==> config.mk <==
export PLATFORM = sky130hd
export DESIGN_NAME = jit_sequencer
export DESIGN_NICKNAME = d
export VERILOG_FILES = /design/src/rtl/jit_seq_pkg.sv /design/src/rtl/jit_param_collector.sv /design/src/rtl/jit_sequencer.sv
export SDC_FILE = /design/constraint.sdc
export NUM_CORES = 1
export LEC_CHECK = 0
export ABC_AREA = 0
export CAP_MARGIN = 20
export CORE_ASPECT_RATIO = 0.5
export CORE_MARGIN = 4
export CORE_UTILIZATION = 49
export CTS_CLUSTER_SIZE = 8
export DETAILED_ROUTE_END_ITERATION = 7
export GPL_ROUTABILITY_DRIVEN = 1
export GPL_TIMING_DRIVEN = 0
export PLACE_DENSITY = 0.88
export SYNTH_ARGS = -nofsm -noshare
export SYNTH_HDL_FRONTEND = slang
export SYNTH_SLANG_ARGS = --single-unit
==> constraint.sdc <==
create_clock -name clk -period 2.5 [get_ports clk]
set_clock_uncertainty 0.15 [all_clocks]
set_input_delay 0.25 -clock clk [delete_from_list [all_inputs] [get_ports clk]]
set_output_delay 0.25 -clock clk [all_outputs]
set_load 0.1 [all_outputs]
==> src/rtl/jit_seq_pkg.sv <==
// Shared types and defaults for the bytecode sequencer: state encoding,
// default prefix opcodes and operand byte-lane width.
package jit_seq_pkg;
    typedef enum logic [1:0] {
        S_FETCH = 2'd0,
        S_PARAM = 2'd1,
        S_ITER  = 2'd2,
        S_ERR   = 2'd3
    } state_t;

    localparam int         LANE_W      = 8;
    localparam logic [7:0] DEF_NOP_OP  = 8'h00;
    localparam logic [7:0] DEF_WIDE_OP = 8'hC4;
endpackage

==> src/rtl/jit_param_collector.sv <==
// Operand byte register: one byte lane per possible operand, written at
// lane param_cnt, with a full clear on a new opcode and a count-only clear.
module jit_param_collector
    import jit_seq_pkg::*;
#(
    parameter int MAXP   = 4,
    parameter int PCNT_W = 3
) (
    input  logic                  clk,
    input  logic                  reset,
    input  logic                  clr,
    input  logic                  cnt_clr,
    input  logic                  wr_en,
    input  logic [LANE_W-1:0]     wr_data,
    output logic [16*MAXP-1:0]    params,
    output logic [PCNT_W:0]       param_cnt
);
    localparam int              NLANE = 2 * MAXP;
    localparam logic [PCNT_W:0] ONE   = (PCNT_W + 1)'(1);

    logic [LANE_W-1:0] lanes [NLANE];

    for (genvar i = 0; i < NLANE; i++) begin : g_lane
        always_ff @(posedge clk or negedge reset) begin
            if (!reset)
                lanes[i] <= '0;
            else if (clr)
                lanes[i] <= '0;
            else if (wr_en && param_cnt == (PCNT_W + 1)'(i))
                lanes[i] <= wr_data;
        end
        assign params[i*LANE_W +: LANE_W] = lanes[i];
    end

    always_ff @(posedge clk or negedge reset) begin
        if (!reset)
            param_cnt <= '0;
        else if (clr || cnt_clr)
            param_cnt <= '0;
        else if (wr_en)
            param_cnt <= param_cnt + ONE;
    end
endmodule

==> src/rtl/jit_sequencer.sv <==
// Bytecode fetch/iterate sequencer: strips NOP/WIDE prefixes, gathers operand
// bytes, then walks the template ROM chain one address per emitter handshake.
module jit_sequencer
    import jit_seq_pkg::*;
#(
    parameter int               OP_W    = 8,
    parameter int               ADR_W   = 8,
    parameter int               MAXP    = 4,
    parameter int               PCNT_W  = 3,
    parameter logic [OP_W-1:0]  WIDE_OP = OP_W'(DEF_WIDE_OP),
    parameter logic [OP_W-1:0]  NOP_OP  = OP_W'(DEF_NOP_OP)
) (
    input  logic                clk,
    input  logic                reset,
    input  logic                flush,
    input  logic                bc_valid,
    input  logic [OP_W-1:0]     bc_data,
    output logic                bc_ready,
    input  logic [PCNT_W-1:0]   pcount,
    input  logic [ADR_W-1:0]    nxt_adr,
    output logic [ADR_W-1:0]    com_adr,
    output logic                emit_valid,
    input  logic                emit_ready,
    output logic [OP_W-1:0]     jvm_opcode,
    output logic                is_wide,
    output logic [16*MAXP-1:0]  params,
    output logic [PCNT_W:0]     param_cnt,
    output logic [1:0]          state,
    output logic                done,
    output logic                err
);
    localparam logic [PCNT_W:0] MAX_NEED = (PCNT_W + 1)'(2 * MAXP);
    localparam logic [PCNT_W:0] ONE      = (PCNT_W + 1)'(1);

    state_t            st, st_nxt;
    logic              rdy_en;
    logic [PCNT_W:0]   need_q, need_new, pc_ext, cnt_inc;
    logic              accept, is_op, param_last, emit_hs, kill;

    assign pc_ext     = {1'b0, pcount};
    assign need_new   = is_wide ? (pc_ext << 1) : pc_ext;
    assign accept     = bc_valid && bc_ready;
    assign is_op      = accept && (st == S_FETCH) && (bc_data != NOP_OP) && (bc_data != WIDE_OP);
    assign cnt_inc    = param_cnt + ONE;
    assign param_last = cnt_inc == need_q;
    assign emit_hs    = emit_valid && emit_ready;
    assign kill       = flush && (st != S_ERR);
    assign state      = st;

    always_ff @(posedge clk or negedge reset) begin
        if (!reset) st <= S_FETCH;
        else        st <= st_nxt;
    end

    always_comb begin
        st_nxt = st;
        case (st)
            S_FETCH: if (accept) begin
                if (bc_data == WIDE_OP && is_wide) st_nxt = S_ERR;
                else if (is_op) begin
                    if (need_new > MAX_NEED)  st_nxt = S_ERR;
                    else if (need_new == '0) st_nxt = S_ITER;
                    else                      st_nxt = S_PARAM;
                end
            end
            S_PARAM: if (accept && param_last) st_nxt = S_ITER;
            S_ITER:  if (emit_hs && nxt_adr == '0) st_nxt = S_FETCH;
            default: st_nxt = st;
        endcase
        if (kill) st_nxt = S_FETCH;
    end

    // rdy_en keeps bc_ready low until the first clock after reset release.
    always_comb begin
        bc_ready   = 1'b0;
        emit_valid = 1'b0;
        err        = 1'b0;
        case (st)
            S_FETCH, S_PARAM: bc_ready = rdy_en && !flush;
            S_ITER:           emit_valid = !flush;
            default:          err = 1'b1;
        endcase
    end

    always_ff @(posedge clk or negedge reset) begin
        if (!reset) begin
            rdy_en     <= 1'b0;
            com_adr    <= '0;
            jvm_opcode <= '0;
            is_wide    <= 1'b0;
            done       <= 1'b0;
            need_q     <= '0;
        end else begin
            rdy_en <= 1'b1;
            done   <= 1'b0;
            if (kill) begin
                is_wide <= 1'b0;
            end else begin
                if (accept && st == S_FETCH && bc_data == WIDE_OP && !is_wide)
                    is_wide <= 1'b1;
                if (is_op) begin
                    jvm_opcode <= bc_data;
                    need_q     <= need_new;
                    if (need_new == '0) com_adr <= ADR_W'(bc_data);
                end
                if (accept && st == S_PARAM && param_last)
                    com_adr <= ADR_W'(jvm_opcode);
                if (st == S_ITER && emit_hs) begin
                    if (nxt_adr != '0) com_adr <= nxt_adr;
                    else begin
                        done    <= 1'b1;
                        is_wide <= 1'b0;
                    end
                end
            end
        end
    end

    jit_param_collector #(.MAXP(MAXP), .PCNT_W(PCNT_W)) u_params (
        .clk       (clk),
        .reset     (reset),
        .clr       (is_op),
        .cnt_clr   (kill),
        .wr_en     (accept && st == S_PARAM),
        .wr_data   (LANE_W'(bc_data)),
        .params    (params),
        .param_cnt (param_cnt)
    );
endmodule
Word-level counts from Yosys, hierarchy flattened
Cells that the tools add are included.
Cells by class
  add/sub/neg operators: 1
  order comparisons: 1
  equality and inequality tests: 17
  mux-type cells: 43
  bitwise logic cells: 1
  reductions and logical operators: 46
Operator list (number)
  8-bit 2-to-1 mux: 21
  1-bit logical AND: 23
  2-bit nonzero test: 9
  4-bit by 3-bit == test with 1-bit output, second input constant: 4
  2-bit 2-to-1 mux: 8
  8-bit nonzero test: 2
  4-bit 2-to-1 mux: 3
  1-bit 2-to-1 mux: 10
  3-bit by 2-bit != test with 1-bit output, second input constant: 3
  4-bit by 2-bit == test with 1-bit output, second input constant: 2
  8-bit == test, second input constant: 1
  4-bit logical NOT: 2
  8-bit logical NOT: 1
  8-bit != test, second input constant: 1
  2-bit one-hot mux with 3 select lines: 1
  5-bit AND reduction: 1
  4-bit by 1-bit adder with 4-bit output, second input constant: 1
  4-bit by 1-bit == test with 1-bit output, second input constant: 1
  4-bit == test: 1
  4-bit greater-than comparator, second input constant: 1
  4-bit by 1-bit != test with 1-bit output, second input constant: 1
  4-bit nonzero test: 1
  3-bit OR reduction: 1
  2-bit by 1-bit == test with 1-bit output, second input constant: 1
  other kinds (8): 9
Storage, ports and cells
  bits in registers: 93
  input port bits: 24
  output and inout bits: 91
  logic and storage cells: 125

Logic depth before layout (Yosys ltp)
  word-level depth: 12
  mapped depth: 9
  gate-level depth less buffers: 7

Modules after synthesis
Synthesis repeated with hierarchy kept, for this count alone.
Second synthesis, totals
  cells, all modules: 437
  area, all modules: 4892.2 µm²
By module, submodules not included
  jit_param_collector: times used 1, cells each 256, area an instance 3179.3 µm², sequential area each 1701.6 µm²
  jit_sequencer: times used 1, cells each 181, area an instance 1712.9 µm², sequential area each 625.6 µm²

Least setup slack after synthesis
OpenSTA, ideal clock, no wires.
  path type: register to output
  from: register st[0], in the netlist state[0]
  to: output port bc_ready
  arrival: 3549 ps
  required time: 2100 ps
  setup slack: -1449 ps
  stages on the path, launching flop included: 4
  path buffers: 0
  cell sequence: dfrtp_1 -> ha_1 -> nor2_1 -> nor3b_1
Between the ends
  cells in the longest elaborated chain, start to end: 3
  elaborated cells between the ends (all ways): 4
  classes of those cells: 1 x eq/ne; 1 x mux; 2 x reduce/logical
RTL lines
  start: declaration: line jit_sequencer.sv:35  | state_t st, st_nxt;
  start signal: assignment: line jit_sequencer.sv:52  | else st <= st_nxt;
  2-bit by 1-bit == test with 1-bit output or 2-bit logical NOT (tied branches): line jit_sequencer.sv:78  | case (st)
  2-bit OR reduction *: line jit_sequencer.sv:78
  1-bit 2-to-1 mux *: line jit_sequencer.sv:78
  end: declaration: line jit_sequencer.sv:18  | output logic bc_ready,
Every way passes the cells marked *; elsewhere a longest branch is shown, timed or not.

Worst setup path after layout
  from: register u_params.param_cnt[0]
  to: output port param_cnt[0]
RTL lines
  start: declaration: line jit_param_collector.sv:16  | output logic [PCNT_W:0] param_cnt
  start signal: assignment: line jit_param_collector.sv:41  | param_cnt <= param_cnt + ONE;
  end: declaration: line jit_sequencer.sv:27  | output logic [PCNT_W:0] param_cnt,
No word-level cell between the ends.

==> results.py <==
metrics = {
    "cells_and_area": {
        "final_core_util": 0.705,
        "fillers": 616,
        "area_growth_pct": 38.3,
        "layout_common_cells": "clkdlybuf4s50_1 (110), dfrtp_1 (87), nand2_1 (80), a21oi_1 (76), nand3_1 (68)",
        "final_common_cell": "clkdlybuf4s50_1",
        "n_antenna_cell": 0,
        "final_nets": 638,
        "final_cell_area_um2": 6200,
        "drive_gt1_frac": 0.103,
    },
    "grt": {
        "grt_pass1_wl_um": 21100,
        "grt-ovfl-total": 0,
        "grt_max_degree": 71,
        "grt_pass1_vias": 4137,
        "grt_usage": 0.251,
        "antenna_found_initial": 0,
    },
    "clock_tree": {
        "cts_buffers": 9,
        "clk_pin_slew_ps": 60,
        "clockRootBuffer": "clkbuf_16",
        "insertion_delay_ps": 350,
        "htreeDepth": 3,
        "clock_sinks": 93,
        "clockBufferDepth": 2,
        "cts_tree": "built",
    },
    "pwr": {
        "seqPwrFrac": 0.328,
        "combPwrFrac": 0.447,
        "p_per_area_nw_per_um2": 927,
        "swShare": 0.470,
        "power_leakage_nw": 2.52,
        "power.switching_w": 0.00270,
        "p_int_w": 0.00305,
        "clkPwrFrac": 0.225,
        "ir_worst_vdd_mv": 0.603,
    },
    "die": {
        "io_pins": 115,
        "dieArea_um2": 10800,
        "die_h_um": 75.7,
        "start_util": 0.510,
        "die_w_um": 143,
        "core_area_um2": 8800,
        "rows": 24,
    },
    "sta": {
        "fin_crit_sh": 0.985,
        "max_freq_mhz": 406,
        "hold_violations": 0,
        "fin_tns_setup_ps": 0,
        "slew_viol_final": 0,
        "slew_headroom": 0.327,
        "fin_crit_ps": 2460,
        "worst_pin_slew_ps": 1010,
        "finalHoldWorstSlack_ps": 198,
        "setup_violations": 0,
    },
    "worst_setup_path": {
        "critical_path_class": "reg2out",
        "worstReg2RegStart": "u_params.param_cnt[0]",
        "cp_data_arrival_time_ps": 2060,
        "worstPathMaxFanout": 5,
        "end_kind": "primary output",
        "slowest_stage": "clkdlybuf4s50_1",
        "max_stage_delay_ps": 1120,
        "startpoint_type": "flip-flop",
        "crit_start": "u_params.param_cnt[0]",
        "worstPathRequired_ps": 2100,
        "crit_path_cell_trace": "buf_4 -> clkdlybuf4s50_1",
    },
    "synthesis": {
        "synthDistinctLibCells": 47,
        "yosysTopAreaCell": "dfrtp_1",
        "yosys-top-cells-area": "dfrtp_1 (52%), a21oi_1 (8.5%), nand3_1 (7.6%)",
        "synth_nets": 508,
        "ys_warn_count": 0,
        "synth_cells": 476,
        "yosysSeqAreaShare": 0.519,
        "async_flop_share": 1.00,
        "synth_ff_type": "dfrtp_1",
        "synth_edf_count": 0,
        "synth_top_area_frac": 0.519,
        "avgSynthCellArea_um2": 9.42,
        "ys_seq_elements": 93,
        "synth_area_um2": 4490,
    },
    "placed_design": {
        "gp_congestion": 0.832,
        "post_dp_cell_area_um2": 5840,
        "dp_hpwl_um": 9110,
        "portBuffers": 114,
    },
    "worst_hold_path": {
        "hold_path_class": "in2async",
    },
    "flow_run": {
        "drv_cap": 0,
    },
    "run_status": {
        "status": "finished, final reports clean",
    },
    "detailed_routing": {
        "wl_per_cell_um": 18.6,
        "first_iter_violations": 485,
        "via_per_inst": 5.94,
        "wirelength_um": 13600,
        "drt_first_pass_iters": 7,
        "ant_nets": 0,
        "vias": 4321,
        "drc": 0,
    },
}
-- state kept, by name (all words and copies together) (netlist names) --
register            flops
com_adr                 8
done                    1
is_wide                 1
jvm_opcode              8
need_q                  4
rdy_en                  1
state                   2
u_params.param_cnt      4
u_params.params        64
-- repair_timing --
action / in CTS / in global routing
gates resized for setup: 5 / 17
endpoints found under the hold margin: 23 / 0
pin swaps: 0 / 4
cloned: 0 / 0
hold buffers: 1 / 0
setup endpoints to repair: 66 / 81
setup buffers: 0 / 4
-- power by group through the flow --
stage          Clock (W)  Sequential (W)  Combinational (W)
6_report         0.00129         0.00189            0.00257
4_1_cts          0.00129         0.00188            0.00255
3_3_place_gp           0         0.00191            0.00250
2_1_floorplan          0         0.00317           0.000618
5_1_grt          0.00137         0.00191            0.00268
3_5_place_dp           0         0.00191            0.00253
-- metal layers --
metal / wire (um) / vias up / track usage / part of all wire
li1: - / 1931 / - / -
met5: 0 / - / 0 / 0
met3: 1160 / 45 / 0.0671 / 0.086
met4: 338 / 0 / 0.0929 / 0.025
met1: 5460 / 2111 / 0.317 / 0.40
met2: 6590 / 234 / 0.425 / 0.49
-- final cells by class --
cell class | count | area [um2] | area share
Clock buffer | 10 | 229 | 0.0369
Clock inverter | 6 | 47.5 | 0.00766
Multi-Input combinational cell | 338 | 2040 | 0.330
Tap cell | 117 | 146 | 0.0236
Buffer | 39 | 173 | 0.0278
Sequential cell | 93 | 2340 | 0.377
Timing Repair Buffer | 120 | 1200 | 0.194
Inverter | 5 | 21.3 | 0.00343
-- cell usage after synthesis, types with 2 or more instances --
cell type	number
nand3b_1	2
ha_1	8
a21o_1	8
nor2b_1	2
mux2_2	7
nand3_1	68
nor3b_1	2
a31oi_1	8
xor2_1	3
and3b_1	2
mux2i_1	13
clkbuf_1	26
inv_1	5
o21ai_0	9
nand2b_1	2
xnor2_1	4
o22a_1	8
nor3_1	8
nor2_1	5
a21oi_1	76
buf_1	4
dfrtp_1	93
nor4_1	2
nand2_1	80
buf_2	9
-- worst max-delay path: cells and delay by family, from the launching register on --
family                 cells  cell delay [ps]
buffers and inverters      2             1250
flip-flops                 1              460
-- stage by stage --
step | setup WS (ps) | std cells | total power, W
finish | 37.3 | 728 | 0.00575
global route | -9.67 | 728 | 0.00596
CTS | -166 | 725 | 0.00572
detailed placement | -368 | 708 | 0.00444
global placement | -2920 | 707 | 0.00440
floorplan | 32.0 | 476 | 0.00379
-- logic make-up (layout without fill, tap and decap cells) --
family / Yosys count / count (layout) / share of synthesized area
compound gates: 119 / 119 / 0.157
xor+xnor: 8 / 8 / 0.0187
fa+ha+maj: 8 / 8 / 0.0223
buf+inv: 45 / 180 / 0.0418
flops: 93 / 93 / 0.519
mux: 21 / 21 / 0.0491
other cells: 1 / 1 / 0.000836
simple gates: 181 / 181 / 0.191
-- final timing paths --
check                                      endpoint  slack, ps  cells past startpoint
worst max-delay path                   param_cnt[0]         40                      2
worst min-delay path                      need_q[0]        200                      2
worst max register to register           com_adr[7]        100                      7
worst min register to register  u_params.params[34]        380                      2
max in group asynchronous       u_params.params[61]       1360                      3
min in group clk                u_params.params[34]        380                      2
No activity file was read; power rests on OpenSTA's default activity.
